<file path="config.mk">
export PLATFORM = sky130hd
export DESIGN_NAME = pong_game_ctrl_flat
export DESIGN_NICKNAME = d
export VERILOG_FILES = /design/src/rtl/pong_game_if.sv /design/src/rtl/pong_game_ctrl.sv /design/src/flat_wrapper.sv
export SDC_FILE = /design/constraint.sdc
export NUM_CORES = 1
export LEC_CHECK = 0
export ABC_AREA = 1
export CAP_MARGIN = 20
export CELL_PAD_IN_SITES_DETAIL_PLACEMENT = 0
export CELL_PAD_IN_SITES_GLOBAL_PLACEMENT = 1
export CORE_MARGIN = 2
export CORE_UTILIZATION = 46
export CTS_BUF_LIST = sky130_fd_sc_hd__clkbuf_16
export DETAILED_ROUTE_END_ITERATION = 8
export GPL_ROUTABILITY_DRIVEN = 0
export PLACE_DENSITY = 0.84
export SLEW_MARGIN = 5
export SYNTH_ARGS = -nofsm -noshare
export SYNTH_HDL_FRONTEND = slang
export SYNTH_SLANG_ARGS = --single-unit
</file>
<file path="constraint.sdc">
create_clock -name clk -period 3.4 [get_ports clk]
set_input_delay 1.02 -clock clk [delete_from_list [all_inputs] [get_ports clk]]
set_output_delay 1.02 -clock clk [all_outputs]
set_load 0.02 [all_outputs]
</file>
<file path="src/rtl/pong_game_if.sv">
// Pong controller bus: datapath events in, game-flow commands and status out.
// Latency: n/a (signal bundle only).
// Backpressure: none; every signal is a level or single-cycle pulse sampled each clk.
//
// master : the game controller (samples events, drives commands/status)
// slave  : the surrounding datapath / display / test environment
interface pong_game_if;
    logic       start_btn;   // start button level, already synchronous
    logic       miss_l;      // ball passed left edge (right player scores)
    logic       miss_r;      // ball passed right edge (left player scores)
    logic       paddle_hit;  // ball bounced off a paddle
    logic       move_en;     // one-cycle ball advance enable
    logic       ball_reset;  // one-cycle re-centre pulse
    logic       serve_dir;   // 1 = serve right, 0 = serve left
    logic [1:0] speed;       // ball step size
    logic [3:0] score_l;
    logic [3:0] score_r;
    logic [2:0] state;       // IDLE=0 SERVE=1 PLAY=2 POINT=3 OVER=4
    logic       game_over;

    modport master (
        input  start_btn, miss_l, miss_r, paddle_hit,
        output move_en, ball_reset, serve_dir, speed,
               score_l, score_r, state, game_over
    );

    modport slave (
        output start_btn, miss_l, miss_r, paddle_hit,
        input  move_en, ball_reset, serve_dir, speed,
               score_l, score_r, state, game_over
    );
endinterface

</file>
<file path="src/rtl/pong_game_ctrl.sv">
// Pong game sequencer: IDLE->SERVE->PLAY->POINT->OVER flow, movement tick, scores, speed.
// Latency: every output is registered; an input event is reflected one clk later.
// Backpressure: none; events are sampled every cycle and ignored outside PLAY.
//
// Ports: clk, rst_n (synchronous, active-low), gif (pong_game_if.master):
//   in  start_btn, miss_l, miss_r, paddle_hit
//   out move_en, ball_reset, serve_dir, speed, score_l, score_r, state, game_over
module pong_game_ctrl #(
    parameter int TICK_DIV    = 50000,
    parameter int SERVE_TICKS = 60,
    parameter int POINT_TICKS = 90,
    parameter int WIN_SCORE   = 9,
    parameter int MAX_SPEED   = 3
) (
    input  logic         clk,
    input  logic         rst_n,
    pong_game_if.master  gif
);

    typedef enum logic [2:0] {
        ST_IDLE  = 3'd0,
        ST_SERVE = 3'd1,
        ST_PLAY  = 3'd2,
        ST_POINT = 3'd3,
        ST_OVER  = 3'd4
    } state_t;

    localparam logic [15:0] TICK_LAST  = 16'(TICK_DIV - 1);
    localparam logic [15:0] SERVE_LAST = 16'(SERVE_TICKS - 1);
    localparam logic [15:0] POINT_LAST = 16'(POINT_TICKS - 1);
    localparam logic [3:0]  WIN        = 4'(WIN_SCORE);
    localparam logic [1:0]  SPD_MAX    = 2'(MAX_SPEED);

    state_t      state_q, state_d;
    logic [15:0] tick_cnt, tick_cnt_d;
    logic [15:0] wait_cnt, wait_cnt_d;
    logic [3:0]  score_l_q, score_l_d;
    logic [3:0]  score_r_q, score_r_d;
    logic [3:0]  score_l_inc, score_r_inc;
    logic [1:0]  speed_q, speed_d;
    logic        serve_dir_q, serve_dir_d;
    logic        move_en_q, move_en_d;
    logic        ball_reset_q, ball_reset_d;
    logic        game_over_q, game_over_d;
    logic        start_q;
    logic        tick;
    logic        start_edge;

    always_comb begin
        tick         = (tick_cnt == TICK_LAST);
        start_edge   = gif.start_btn & ~start_q;
        tick_cnt_d   = tick ? 16'd0 : tick_cnt + 16'd1;
        score_l_inc  = score_l_q + 4'd1;
        score_r_inc  = score_r_q + 4'd1;

        state_d      = state_q;
        wait_cnt_d   = wait_cnt;
        score_l_d    = score_l_q;
        score_r_d    = score_r_q;
        speed_d      = speed_q;
        serve_dir_d  = serve_dir_q;
        move_en_d    = 1'b0;
        ball_reset_d = 1'b0;

        case (state_q)
            ST_IDLE, ST_OVER: begin
                if (start_edge) begin
                    state_d      = ST_SERVE;
                    score_l_d    = 4'd0;
                    score_r_d    = 4'd0;
                    speed_d      = 2'd1;
                    serve_dir_d  = 1'b1;
                    wait_cnt_d   = 16'd0;
                    ball_reset_d = 1'b1;
                end
            end
            ST_SERVE: begin
                if (tick) begin
                    if (wait_cnt == SERVE_LAST) begin
                        state_d    = ST_PLAY;
                        wait_cnt_d = 16'd0;
                    end else begin
                        wait_cnt_d = wait_cnt + 16'd1;
                    end
                end
            end
            ST_PLAY: begin
                // The tick that lands on a miss cycle still moves the ball.
                move_en_d = tick;
                if (gif.miss_l && gif.miss_r) begin
                    // Simultaneous misses: a void point, nobody scores.
                    state_d    = ST_POINT;
                    wait_cnt_d = 16'd0;
                end else if (gif.miss_l) begin
                    score_r_d   = score_r_inc;
                    serve_dir_d = 1'b0;
                    wait_cnt_d  = 16'd0;
                    state_d     = (score_r_inc == WIN) ? ST_OVER : ST_POINT;
                end else if (gif.miss_r) begin
                    score_l_d   = score_l_inc;
                    serve_dir_d = 1'b1;
                    wait_cnt_d  = 16'd0;
                    state_d     = (score_l_inc == WIN) ? ST_OVER : ST_POINT;
                end else if (gif.paddle_hit && (speed_q != SPD_MAX)) begin
                    speed_d = speed_q + 2'd1;
                end
            end
            ST_POINT: begin
                if (tick) begin
                    if (wait_cnt == POINT_LAST) begin
                        state_d      = ST_SERVE;
                        speed_d      = 2'd1;
                        wait_cnt_d   = 16'd0;
                        ball_reset_d = 1'b1;
                    end else begin
                        wait_cnt_d = wait_cnt + 16'd1;
                    end
                end
            end
            default: begin
                state_d = ST_IDLE;
            end
        endcase

        // Registered from the next state so it lines up with the state output.
        game_over_d = (state_d == ST_OVER);
    end

    always_ff @(posedge clk) begin
        if (!rst_n) begin
            state_q      <= ST_IDLE;
            tick_cnt     <= 16'd0;
            wait_cnt     <= 16'd0;
            score_l_q    <= 4'd0;
            score_r_q    <= 4'd0;
            speed_q      <= 2'd1;
            serve_dir_q  <= 1'b1;
            move_en_q    <= 1'b0;
            ball_reset_q <= 1'b0;
            game_over_q  <= 1'b0;
            start_q      <= 1'b0;
        end else begin
            state_q      <= state_d;
            tick_cnt     <= tick_cnt_d;
            wait_cnt     <= wait_cnt_d;
            score_l_q    <= score_l_d;
            score_r_q    <= score_r_d;
            speed_q      <= speed_d;
            serve_dir_q  <= serve_dir_d;
            move_en_q    <= move_en_d;
            ball_reset_q <= ball_reset_d;
            game_over_q  <= game_over_d;
            start_q      <= gif.start_btn;
        end
    end

    assign gif.state      = state_q;
    assign gif.move_en    = move_en_q;
    assign gif.ball_reset = ball_reset_q;
    assign gif.serve_dir  = serve_dir_q;
    assign gif.speed      = speed_q;
    assign gif.score_l    = score_l_q;
    assign gif.score_r    = score_r_q;
    assign gif.game_over  = game_over_q;

endmodule

</file>
<file path="src/flat_wrapper.sv">
// flat-port wrapper written by rule: the top's interface ports become plain ports
module pong_game_ctrl_flat 
#(
    parameter int TICK_DIV    = 50000,
    parameter int SERVE_TICKS = 60,
    parameter int POINT_TICKS = 90,
    parameter int WIN_SCORE   = 9,
    parameter int MAX_SPEED   = 3
)
  (clk, rst_n, gif_start_btn, gif_miss_l, gif_miss_r, gif_paddle_hit, gif_move_en, gif_ball_reset, gif_serve_dir, gif_speed, gif_score_l, gif_score_r, gif_state, gif_game_over);
  pong_game_if gif_i ();
  input  logic clk;
  input  logic rst_n;
  input wire logic [$bits(gif_i.start_btn)-1:0] gif_start_btn;
  input wire logic [$bits(gif_i.miss_l)-1:0] gif_miss_l;
  input wire logic [$bits(gif_i.miss_r)-1:0] gif_miss_r;
  input wire logic [$bits(gif_i.paddle_hit)-1:0] gif_paddle_hit;
  output wire logic [$bits(gif_i.move_en)-1:0] gif_move_en;
  output wire logic [$bits(gif_i.ball_reset)-1:0] gif_ball_reset;
  output wire logic [$bits(gif_i.serve_dir)-1:0] gif_serve_dir;
  output wire logic [$bits(gif_i.speed)-1:0] gif_speed;
  output wire logic [$bits(gif_i.score_l)-1:0] gif_score_l;
  output wire logic [$bits(gif_i.score_r)-1:0] gif_score_r;
  output wire logic [$bits(gif_i.state)-1:0] gif_state;
  output wire logic [$bits(gif_i.game_over)-1:0] gif_game_over;
  assign gif_i.start_btn = gif_start_btn;
  assign gif_i.miss_l = gif_miss_l;
  assign gif_i.miss_r = gif_miss_r;
  assign gif_i.paddle_hit = gif_paddle_hit;
  assign gif_move_en = gif_i.move_en;
  assign gif_ball_reset = gif_i.ball_reset;
  assign gif_serve_dir = gif_i.serve_dir;
  assign gif_speed = gif_i.speed;
  assign gif_score_l = gif_i.score_l;
  assign gif_score_r = gif_i.score_r;
  assign gif_state = gif_i.state;
  assign gif_game_over = gif_i.game_over;
  pong_game_ctrl #(.TICK_DIV(TICK_DIV), .SERVE_TICKS(SERVE_TICKS), .POINT_TICKS(POINT_TICKS), .WIN_SCORE(WIN_SCORE), .MAX_SPEED(MAX_SPEED)) u_core (.clk(clk), .rst_n(rst_n), .gif(gif_i));
endmodule
</file>
==> metrics <==
initial drt markers=~160; CTS tree=done; crit path time final=around 2500 ps; hold wc startpoint=u_core.tick_cnt[0]$_SDFF_PP0_; reg2reg start=u_core.gif.state[1]$_SDFF_PN0_; post-CTS setup buffer count=0; reg-to-reg slack, setup=1330 ps; Post-Syn Instances=482; mean post-synth cell area=between 6 and 7 µm²; first drt pass iteration count=4; relative slew slack=0.592; most frequent cell after synthesis=nand2_1; Ys Warns=0; H-tree Lvls=2; Final setup violation count=0; total congestion overflow=0; Cell Int Power=between 900 and 1000 µW; initial antenna violation count=0; share of power burned in registers=0.475; Worst path slowest cell=clkdlybuf4s50_1; Die Area=7720 µm²; worst hold path depth=1; clock-pin slew on the worst setup and hold paths=60 ps; largest net degree at the start of global routing=17; critical path class=register to output pin; Die X=roughly 90 µm; Register-to-Register Path Depth=9; CP Capture Type=output pin; total negative setup slack=0 ps; FF+latch count, synth=50; Clk Latency, worst-skew pair=roughly 300 ps; Starting Density=0.476; unrepaired setup endpoints after global routing=no; mapped cell area=approximately 3200 µm²; Sw Ratio=0.282; number of synthesized flops with an enable pin=0; Hold Path Class=register to register; top_reg_cell synth=dfxtp_1; crit-path cells=clkdlybuf4s50_1; CTS buffer count=5; clock share of power=0.374; final WL=between 7000 and 8000 µm; Vias/cell=approximately 4.9; die height=around 88 µm; Startpoint Class=register; first-pass GRT wire length=roughly 12000 µm; DP Cell Count=between 500 and 600; antenna viol nets, final=0; Max stage delay on crit path=about 690 ps; number of top-level pins=23; period utilisation layout=0.749; Max Clock Skew=between 10 and 15 ps; Finished Layout Cells=roughly 600; average wire per standard cell=between 10 and 15 µm; Slew Limit Fails=0; antenna cells=0; layout cells sized above 1=0.163; # port buffers=22; outcome=finished, final reports clean; maximum VDD drop=0.216 mV; Critical R2R Capture=u_core.gif.score_l[0]$_SDFFE_PN0P_; combinational share of power=0.151; root buffer cell=clkbuf_16; area grow syn2layout=12.8%; ranking of synthesized cells by area=dfxtp_1 31%, nand2_1 13%, nor2_1 7.0%, inv_1 5.7%, nand3_1 5.4%; global router's overall resource usage=0.203; top cell type's share of synthesized area=0.309; Pwr Density=~360 nW/µm²; Hold Path Sink=u_core.tick_cnt[0]$_SDFF_PP0_; WP data required=about 2400 ps; Yosys top cell by area=dfxtp_1; CP Max Fanout=6; clk buf depth=2; CP bufs+invs=1; sw power=371 µW; via count=2931; Placement Setup Slack=slightly above 700 ps; MaxCap Viol Count=0; Final Hold Viols=0; vias in the first global route=2674; post-DP HPWL=approximately 5500 µm; Rows=30; # hold bufs at CTS=0; Leak=0.00137 µW; core region area=between 6000 and 7000 µm²; DR DRC count=0; Num Clock Sinks=50; highest clock rate=a little under 400 MHz; Worst EP arrival=roughly 1500 ps; Least-Margin Pin Slew=between 600 and 700 ps; Post-CTS Resized=0; Unique masters post-synth=38; number of cells on the critical path=1; fin worst setup slack=852 ps; Largest delay share family, worst path=buffers and inverters; nets=a little over 500; most frequent cells after synthesis=111 x nand2_1, 60 x nor2_1, 50 x dfxtp_1, 49 x inv_1, 35 x nand3_1; Async SR Flop Fraction=0; Seq/Total Area, Yosys=0.309; Syn Nets=496; Layout fillers=707
kinds of logic after synthesis:
| family | synth area share |
|---|---|
| and+or+nand+nor | 0.404 |
| AOI/OAI and AO/OA | 0.135 |
| buffers and inverters | 0.0966 |
| xor gates and xnor gates | 0.0244 |
| adders and majority gates | 0.0309 |
| DFF | 0.309 |
power groups by stage:
stage / clock (µW) / combinational (µW) / sequential (µW)
CTS: 507 / 200 / 625
detailed placement: 0 / 199 / 638
global route: 529 / 221 / 628
global placement: 0 / 197 / 639
finish: 493 / 199 / 625
floorplan: 0 / 136 / 651
metrics by stage:
| step | hold WS (ps) | area (µm²) | util | power [µW] |
|---|---|---|---|---|
| after CTS | 450 | 3650 | 0.538 | 1330 |
| after global placement | 431 | 3510 | 0.517 | 836 |
| after global routing | 467 | 3650 | 0.538 | 1380 |
| after floorplan | 418 | 3240 | - | 787 |
| after detailed placement | 441 | 3510 | 0.517 | 837 |
| final | 445 | 3650 | 0.538 | 1320 |
metal layers:
| layer | GRT usage | vias to the layer above | wire length (µm) |
|---|---|---|---|
| li1 | - | 1571 | - |
| met3 | 0.0396 | 7 | 274 |
| met1 | 0.284 | 1315 | 3730 |
| met5 | 0 | - | 0 |
| met4 | 0.0503 | 0 | 77 |
| met2 | 0.322 | 38 | 3260 |
layout by cell type (no fill, tap or decap), types with 11 or more instances in the layout:
cell type / instances
dfxtp_1: 50
inv_1: 50
o21ai_0: 11
nor2_1: 60
a21oi_2: 15
nand2_1: 111
a21oi_1: 34
nand3_1: 35
clkdlybuf4s50_1: 22
nand2_2: 26
inv_2: 11
final cells by class:
cell class	count	area, µm²	share of cell area
clock inverter	3	17.5	0.00480
inverter	62	238	0.0651
clock buffer	5	125	0.0343
tap	96	120	0.0329
multi-input combinational	360	1920	0.527
sequential	50	1000	0.274
timing repair buffer	23	228	0.0624
state kept, by name (all words and copies together), names as in the netlist:
name / flops
u_core.start_q: 1
u_core.gif.ball_reset: 1
u_core.gif.state: 3
u_core.gif.score_r: 4
u_core.gif.game_over: 1
u_core.gif.speed: 2
u_core.tick_cnt: 16
u_core.wait_cnt: 16
u_core.gif.score_l: 4
u_core.gif.move_en: 1
u_core.gif.serve_dir: 1
how the worst max path moves through the flow:
stage,from,end,slack [ps]
after floorplan,gif_miss_l,u_core.wait_cnt[13]$_SDFFE_PN0P_,1450
after global placement,rst_n,u_core.wait_cnt[3]$_SDFFE_PN0P_,750
after detailed placement,rst_n,u_core.wait_cnt[3]$_SDFFE_PN0P_,720
after CTS,u_core.gif.state[0]$_SDFF_PN0_,gif_state[0],830
after global routing,u_core.gif.state[0]$_SDFF_PN0_,gif_state[0],780
final,u_core.gif.state[0]$_SDFF_PN0_,gif_state[0],850
Note: power is estimated with default switching activity, not from simulation.
